$ cat src/rtl/mc6847x_pkg.sv
// mc6847x_pkg: sequencer state encoding and display mode geometry
package mc6847x_pkg;
  typedef enum logic [1:0] {IDLE, FETCH, LINE_END, DONE} seq_state_t;
  localparam int DEFAULT_ALPHA_ROWS = 12;
  localparam logic [5:0] WIDTH_SHORT = 6'd16;
  localparam logic [5:0] WIDTH_LONG = 6'd32;
  localparam logic [3:0] REP_ALPHA = 4'd12;
  function automatic logic [5:0] mode_width(input logic ang, input logic [2:0] gm);
    return (!ang || gm == 3'd2 || gm == 3'd4 || gm >= 3'd6) ? WIDTH_LONG : WIDTH_SHORT;
  endfunction
  function automatic logic [3:0] mode_repeat(input logic ang, input logic [2:0] gm);
    return !ang ? REP_ALPHA : gm <= 3'd2 ? 4'd3 : gm <= 3'd4 ? 4'd2 : 4'd1;
  endfunction
endpackage

$ cat src/rtl/video_address_sequencer_if.sv
// video_address_sequencer_if: timing strobes and mode in, VRAM address and row status out
interface video_address_sequencer_if #(parameter int ADDR_WIDTH = 13);
  logic field_start, line_start, fetch, AnG;
  logic [2:0] GM;
  logic [ADDR_WIDTH-1:0] DA;
  logic [3:0] row;
  logic RP, line_active, frame_done;
  modport master(output field_start, line_start, fetch, AnG, GM,
                 input DA, row, RP, line_active, frame_done);
  modport slave(input field_start, line_start, fetch, AnG, GM,
                output DA, row, RP, line_active, frame_done);
endinterface

$ cat src/rtl/video_mode_decode.sv
// video_mode_decode: AnG/GM to bytes per line and scanlines per fetched row
module video_mode_decode
  import mc6847x_pkg::*;
(
  input  logic       AnG,
  input  logic [2:0] GM,
  output logic [5:0] width,
  output logic [3:0] rpt
);
  assign width = mode_width(AnG, GM);
  assign rpt = mode_repeat(AnG, GM);
endmodule

$ cat src/rtl/video_address_sequencer.sv
// video_address_sequencer: MC6847X display address, row repeat and alpha row counter
module video_address_sequencer
  import mc6847x_pkg::*;
#(
  parameter int ADDR_WIDTH = 13,
  parameter int ACTIVE_LINES = 192,
  parameter int ALPHA_ROWS = DEFAULT_ALPHA_ROWS
) (
  input logic clk,
  input logic reset,
  video_address_sequencer_if.slave bus
);
  localparam int LW = $clog2(ACTIVE_LINES + 1);
  seq_state_t state, state_n;
  logic [ADDR_WIDTH-1:0] da, base, base_n;
  logic [5:0] width, width_q, byte_cnt;
  logic [3:0] rpt, rpt_q, rep_cnt, row;
  logic [LW-1:0] line_cnt;
  logic rp, pend, start, take, last, rep_wrap;
  video_mode_decode u_decode (.AnG(bus.AnG), .GM(bus.GM), .width(width), .rpt(rpt));
  assign last = line_cnt == LW'(ACTIVE_LINES - 1);
  assign rep_wrap = rep_cnt == rpt_q - 4'd1;
  assign base_n = rep_wrap ? base + ADDR_WIDTH'(width_q) : base;
  always_ff @(posedge clk) state <= reset ? IDLE : state_n;
  // An early line_start ends the line through LINE_END and is remembered in pend
  always_comb begin
    state_n = state;
    start = 1'b0;
    take = 1'b0;
    if (bus.field_start) state_n = IDLE;
    else if (state == IDLE) begin
      start = bus.line_start && line_cnt < LW'(ACTIVE_LINES);
      state_n = start ? FETCH : IDLE;
    end else if (state == FETCH) begin
      take = bus.fetch && !bus.line_start;
      state_n = (bus.line_start || (take && byte_cnt == width_q - 6'd1)) ? LINE_END : FETCH;
    end else if (state == LINE_END) begin
      start = !last && (pend || bus.line_start);
      state_n = last ? DONE : start ? FETCH : IDLE;
    end
  end
  always_ff @(posedge clk) begin
    if (reset || bus.field_start) begin
      da <= '0;
      base <= '0;
      byte_cnt <= '0;
      rep_cnt <= '0;
      line_cnt <= '0;
      row <= '0;
      rp <= 1'b0;
      pend <= 1'b0;
      width_q <= '0;
      rpt_q <= '0;
    end else begin
      rp <= 1'b0;
      if (start) begin
        width_q <= width;
        rpt_q <= rpt;
        byte_cnt <= '0;
      end
      if (take) begin
        da <= da + ADDR_WIDTH'(1);
        byte_cnt <= byte_cnt + 6'd1;
      end
      if (state == FETCH && bus.line_start) pend <= 1'b1;
      if (state == LINE_END) begin
        base <= base_n;
        da <= base_n;
        rep_cnt <= rep_wrap ? 4'd0 : rep_cnt + 4'd1;
        line_cnt <= line_cnt + LW'(1);
        row <= row == 4'(ALPHA_ROWS - 1) ? 4'd0 : row + 4'd1;
        rp <= row == 4'(ALPHA_ROWS - 1);
        pend <= 1'b0;
      end
    end
  end
  assign bus.DA = da;
  assign bus.row = row;
  assign bus.RP = rp;
  assign bus.line_active = state == FETCH;
  assign bus.frame_done = state == LINE_END && last;
endmodule

$ cat src/flat_wrapper.sv
// flat-port wrapper written by rule: the top's interface ports become plain ports
module video_address_sequencer_flat import mc6847x_pkg::*;
#(
  parameter int ADDR_WIDTH = 13,
  parameter int ACTIVE_LINES = 192,
  parameter int ALPHA_ROWS = DEFAULT_ALPHA_ROWS
)
  (clk, reset, bus_field_start, bus_line_start, bus_fetch, bus_AnG, bus_GM, bus_DA, bus_row, bus_RP, bus_line_active, bus_frame_done);
  video_address_sequencer_if #(.ADDR_WIDTH(ADDR_WIDTH)) bus_i ();
  input logic clk;
  input logic reset;
  input wire logic [$bits(bus_i.field_start)-1:0] bus_field_start;
  input wire logic [$bits(bus_i.line_start)-1:0] bus_line_start;
  input wire logic [$bits(bus_i.fetch)-1:0] bus_fetch;
  input wire logic [$bits(bus_i.AnG)-1:0] bus_AnG;
  input wire logic [$bits(bus_i.GM)-1:0] bus_GM;
  output wire logic [$bits(bus_i.DA)-1:0] bus_DA;
  output wire logic [$bits(bus_i.row)-1:0] bus_row;
  output wire logic [$bits(bus_i.RP)-1:0] bus_RP;
  output wire logic [$bits(bus_i.line_active)-1:0] bus_line_active;
  output wire logic [$bits(bus_i.frame_done)-1:0] bus_frame_done;
  assign bus_i.field_start = bus_field_start;
  assign bus_i.line_start = bus_line_start;
  assign bus_i.fetch = bus_fetch;
  assign bus_i.AnG = bus_AnG;
  assign bus_i.GM = bus_GM;
  assign bus_DA = bus_i.DA;
  assign bus_row = bus_i.row;
  assign bus_RP = bus_i.RP;
  assign bus_line_active = bus_i.line_active;
  assign bus_frame_done = bus_i.frame_done;
  video_address_sequencer #(.ADDR_WIDTH(ADDR_WIDTH), .ACTIVE_LINES(ACTIVE_LINES), .ALPHA_ROWS(ALPHA_ROWS)) u_core (.clk(clk), .reset(reset), .bus(bus_i));
endmodule
$ cat config.mk
export PLATFORM = sky130hd
export DESIGN_NAME = video_address_sequencer_flat
export DESIGN_NICKNAME = d
export VERILOG_FILES = /design/src/rtl/mc6847x_pkg.sv /design/src/rtl/video_address_sequencer_if.sv /design/src/rtl/video_mode_decode.sv /design/src/rtl/video_address_sequencer.sv /design/src/flat_wrapper.sv
export SDC_FILE = /design/constraint.sdc
export NUM_CORES = 1
export LEC_CHECK = 0
export CAP_MARGIN = 20
export CELL_PAD_IN_SITES_DETAIL_PLACEMENT = 1
export CELL_PAD_IN_SITES_GLOBAL_PLACEMENT = 2
export CORE_ASPECT_RATIO = 0.5
export CORE_MARGIN = 5
export CORE_UTILIZATION = 36
export CTS_BUF_LIST = sky130_fd_sc_hd__clkbuf_4 sky130_fd_sc_hd__clkbuf_8
export DETAILED_ROUTE_END_ITERATION = 6
export PLACE_DENSITY_LB_ADDON = 0.1
export SETUP_SLACK_MARGIN = 0.05
export SYNTH_ARGS = -nofsm -noshare
export SYNTH_HDL_FRONTEND = slang
export SYNTH_HIERARCHICAL = 1
export SYNTH_SLANG_ARGS = --single-unit
$ cat constraint.sdc
create_clock -name clk -period 2.59 [get_ports clk]
set_clock_uncertainty 0.2 [all_clocks]
set_input_delay 0.777 -clock clk [delete_from_list [all_inputs] [get_ports clk]]
set_output_delay 0.777 -clock clk [all_outputs]
set_load 0.01 [all_outputs]
==> results.cfg, run 1 <==
[route]
highest_layer = met4
drt_first_iter_violations = 161
first_pass_iters = 4
wl_per_cell_um = 15.8
ant_nets = 0
wl_met2_um = 4460
wl_met3_um = 347
m1WireLength_um = 4970
num_vias = 3180
wl_um = 9830
via_per_inst = 5.11
drc = 0

[setup_path]
critPathKind = flop to flop
crit_path_max_fanout = 4
cp-start-kind = flop
worst_path_largest_cell_delay_ns = 0.54
cp_top_family = simple AND/OR/NAND/NOR gates
crit_slowest_cell = or4_4
crit_buf_inv = 1
cp.arrival_ns = 2.52
critPathCaptureType = flop
path_cells = inv_1 -> ha_4 -> xor2_1 -> nand2_1 -> or3_4 -> or4_4 -> xor2_1 -> a21oi_1
critPathMostFrequentCell = xor2_1
cp.required_ns = 2.65

[sta]
rsz0062_at_grt = yes
min_period_ns = 2.46
finalSetupTns_ns = 0
setup_violations = 0
max_freq_mhz = 407
final.setup.worst_slack_ns = 0.133
min_period_over_period_pct = 94.9
hold_viol = 0
maxSlewViolCount = 0

[logic_synthesis]
synth.avg_cell_area_sq_um = 8.13
synth_largest_area_cell = dfxtp_1
syn-cell-area_sq_mm = 0.00350
async_flop_share_pct = 0
yosys-top-cells-area = dfxtp_1 (35%), xnor2_1 (7.5%), nor2_1 (6.2%), a21oi_1 (5.2%), ha_1 (4.7%)
syn_inst = 430
synth_edf_count = 0
yosysTopAreaCellShare_pct = 35.5
ys_seq_area_share_pct = 35.5
ys_types = 51
ys_seq_elements = 62
synth_common_cells = dfxtp_1 (62), nor2_1 (58), a21oi_1 (36), nand2_1 (36), xnor2_1 (30)
yosys_warnings = 6
synth.most_common_cell = dfxtp_1
synth_top_flop_cell = dfxtp_1

[finish]
drive_gt1_share_pct = 15.2
final_area_sq_mm = 0.00438
syn_to_final_growth_pct = 25.3
diodes = 0
final_nets = 507

[clock_network]
clock-sinks = 62
clkTransAtPathRegs_ns = 0.07
tritoncts = built
cts-htree-levels = 3
cts-root-buf = clkbuf_8
clk-insertion-delay-late_ns = 0.34
numCtsBuffers = 9
ctsHoldBuffers = 0
postCtsSetupBuffers = 0
clockBufferDepth = 2

[global_route]
grt_max_degree = 20
antenna_found_initial = 0
grt_pass1_vias = 3298
grt_pass1_wl_um = 16400
grt_use_total_pct = 17.4
grt_overflow = 0

[place]
place.gp.congestion = 0.846
post-dp-hpwl_um = 7570
dpl_worst_slack_ns = -0.273
dpl_cell_area_sq_mm = 0.00416
numPortBuffers = 28

[floorplanning]
core_area_sq_mm = 0.00945
die_area_sq_mm = 0.0119
io-pin-count = 29
start_util_pct = 37.0
row_count = 25
die_w_um = 149
die_h_um = 79.7

[hold_path]
hp-class = flop to flop

[pwr]
power_mw = 1.94
peakVddDrop_v = 0.000219
p_leak_nw = 1.66
power_density_mw_per_mm2 = 443

[job]
max-cap-violations = 0

[run_status]
status = finished clean
[per-layer routing]
layer	global-route usage, %	vias up
li1	-	1601
met1	22.0	1525
met2	29.5	47
met3	5.10	7
met4	3.65	0
met5	0	-
[worst paths after layout]
check / start / slack, ns / to / cells after the start
setup / recovery: u_core/rpt_q[1]$_SDFFE_PP0P_ / 0.13 / u_core/bus.DA[12]$_SDFFE_PP0P_ / 8
hold / removal: u_core/line_cnt[1]$_SDFFE_PP0P_ / 0.29 / u_core/line_cnt[1]$_SDFFE_PP0P_ / 2
setup reg to reg: u_core/rpt_q[1]$_SDFFE_PP0P_ / 0.13 / u_core/bus.DA[12]$_SDFFE_PP0P_ / 8
hold reg to reg: u_core/line_cnt[1]$_SDFFE_PP0P_ / 0.29 / u_core/line_cnt[1]$_SDFFE_PP0P_ / 2
[power breakdown]
group          internal [mW]  switching, mW  total [mW]  leakage, nW
sequential             0.961        0.00676       0.967        0.501
combinational         0.0747         0.0855       0.160         1.07
clock                  0.443          0.372       0.815       0.0876
[placed cells by master (no fill, tap or decap), types with 3 or more instances in the layout]
| master | netlist | routed |
|---|---|---|
| and4_1 | 3 | 3 |
| nand2b_1 | 3 | 3 |
| inv_1 | 8 | 7 |
| mux2i_1 | 15 | 15 |
| conb_1 | 1 | 4 |
| clkbuf_8 | 0 | 9 |
| nor2b_1 | 4 | 3 |
| or3_1 | 3 | 3 |
| nand3_1 | 9 | 9 |
| nor3_1 | 18 | 18 |
| o21ai_0 | 22 | 22 |
| a21o_1 | 5 | 5 |
| a211oi_1 | 4 | 4 |
| ha_1 | 13 | 12 |
| buf_12 | 0 | 3 |
| buf_4 | 5 | 35 |
| and3_1 | 5 | 5 |
| xnor2_1 | 30 | 30 |
| a31oi_1 | 6 | 6 |
| xor2_1 | 16 | 16 |
| nor2_1 | 58 | 58 |
| clkdlybuf4s50_1 | 0 | 26 |
| nand4_1 | 8 | 8 |
| or2_2 | 3 | 3 |
| nor4_1 | 7 | 5 |
| a21oi_1 | 36 | 36 |
| nand2_1 | 36 | 36 |
| dfxtp_1 | 62 | 60 |
[layout make-up]
class                      instances  area, sq um
fill                            1142         5060
multi-input combinational        337         2160
sequential                        62         1240
timing repair buffer              66          597
tap                              135          169
clock buffer                      10          131
clock inverter                     4         50.0
inverter                           8         30.0
[flip-flops by register name, indices dropped and copies added (netlist names)]
| signal | cells |
|---|---|
| u_core/rep_cnt | 4 |
| u_core/line_cnt | 8 |
| u_core/byte_cnt | 6 |
| u_core/base | 13 |
| u_core/pend | 1 |
| u_core/width_q | 6 |
| u_core/bus.row | 4 |
| u_core/rpt_q | 4 |
| u_core/bus.RP | 1 |
| u_core/state | 2 |
| u_core/bus.DA | 13 |
[cell families after synthesis]
| family | Yosys count | share of synthesized area (%) |
|---|---|---|
| simple gates | 170 | 24.2 |
| fa+ha+maj | 14 | 5.22 |
| buf+inv | 34 | 4.51 |
| flops | 62 | 35.5 |
| other cells | 1 | 0.107 |
| compound gates | 87 | 14.4 |
| xor+xnor | 46 | 11.5 |
| mux | 16 | 4.62 |
[worst register-to-register path, cell delays in order, from the launching register on]
cell and delay [ns]:
dfxtp_2 0.34, inv_1 0.08, ha_4 0.27, xor2_1 0.15, nand2_1 0.10, or3_4 0.42
or4_4 0.55, xor2_1 0.16, a21oi_1 0.13
[through the flow]
step | instances | util [%] | hold slack [ns]
floorplan | 433 | - | 0.248
global placement | 608 | 44.0 | 0.257
detailed placement | 608 | 44.0 | 0.275
CTS | 622 | 45.9 | 0.284
global route | 622 | 46.4 | 0.306
finish | 622 | 46.4 | 0.286
[timing repair]
item | CTS | global route
setup endpoints to repair | 2 | 14
gates resized for setup | 2 | 14
pin swaps | 0 | 3
(Power assumes the default switching activity.)
==> run 2: changes to the inputs <==
ABC_AREA = 0   (was unset)
==> results of run 2 <==
Final layout, timing and power as in run 1 (identical DEF).
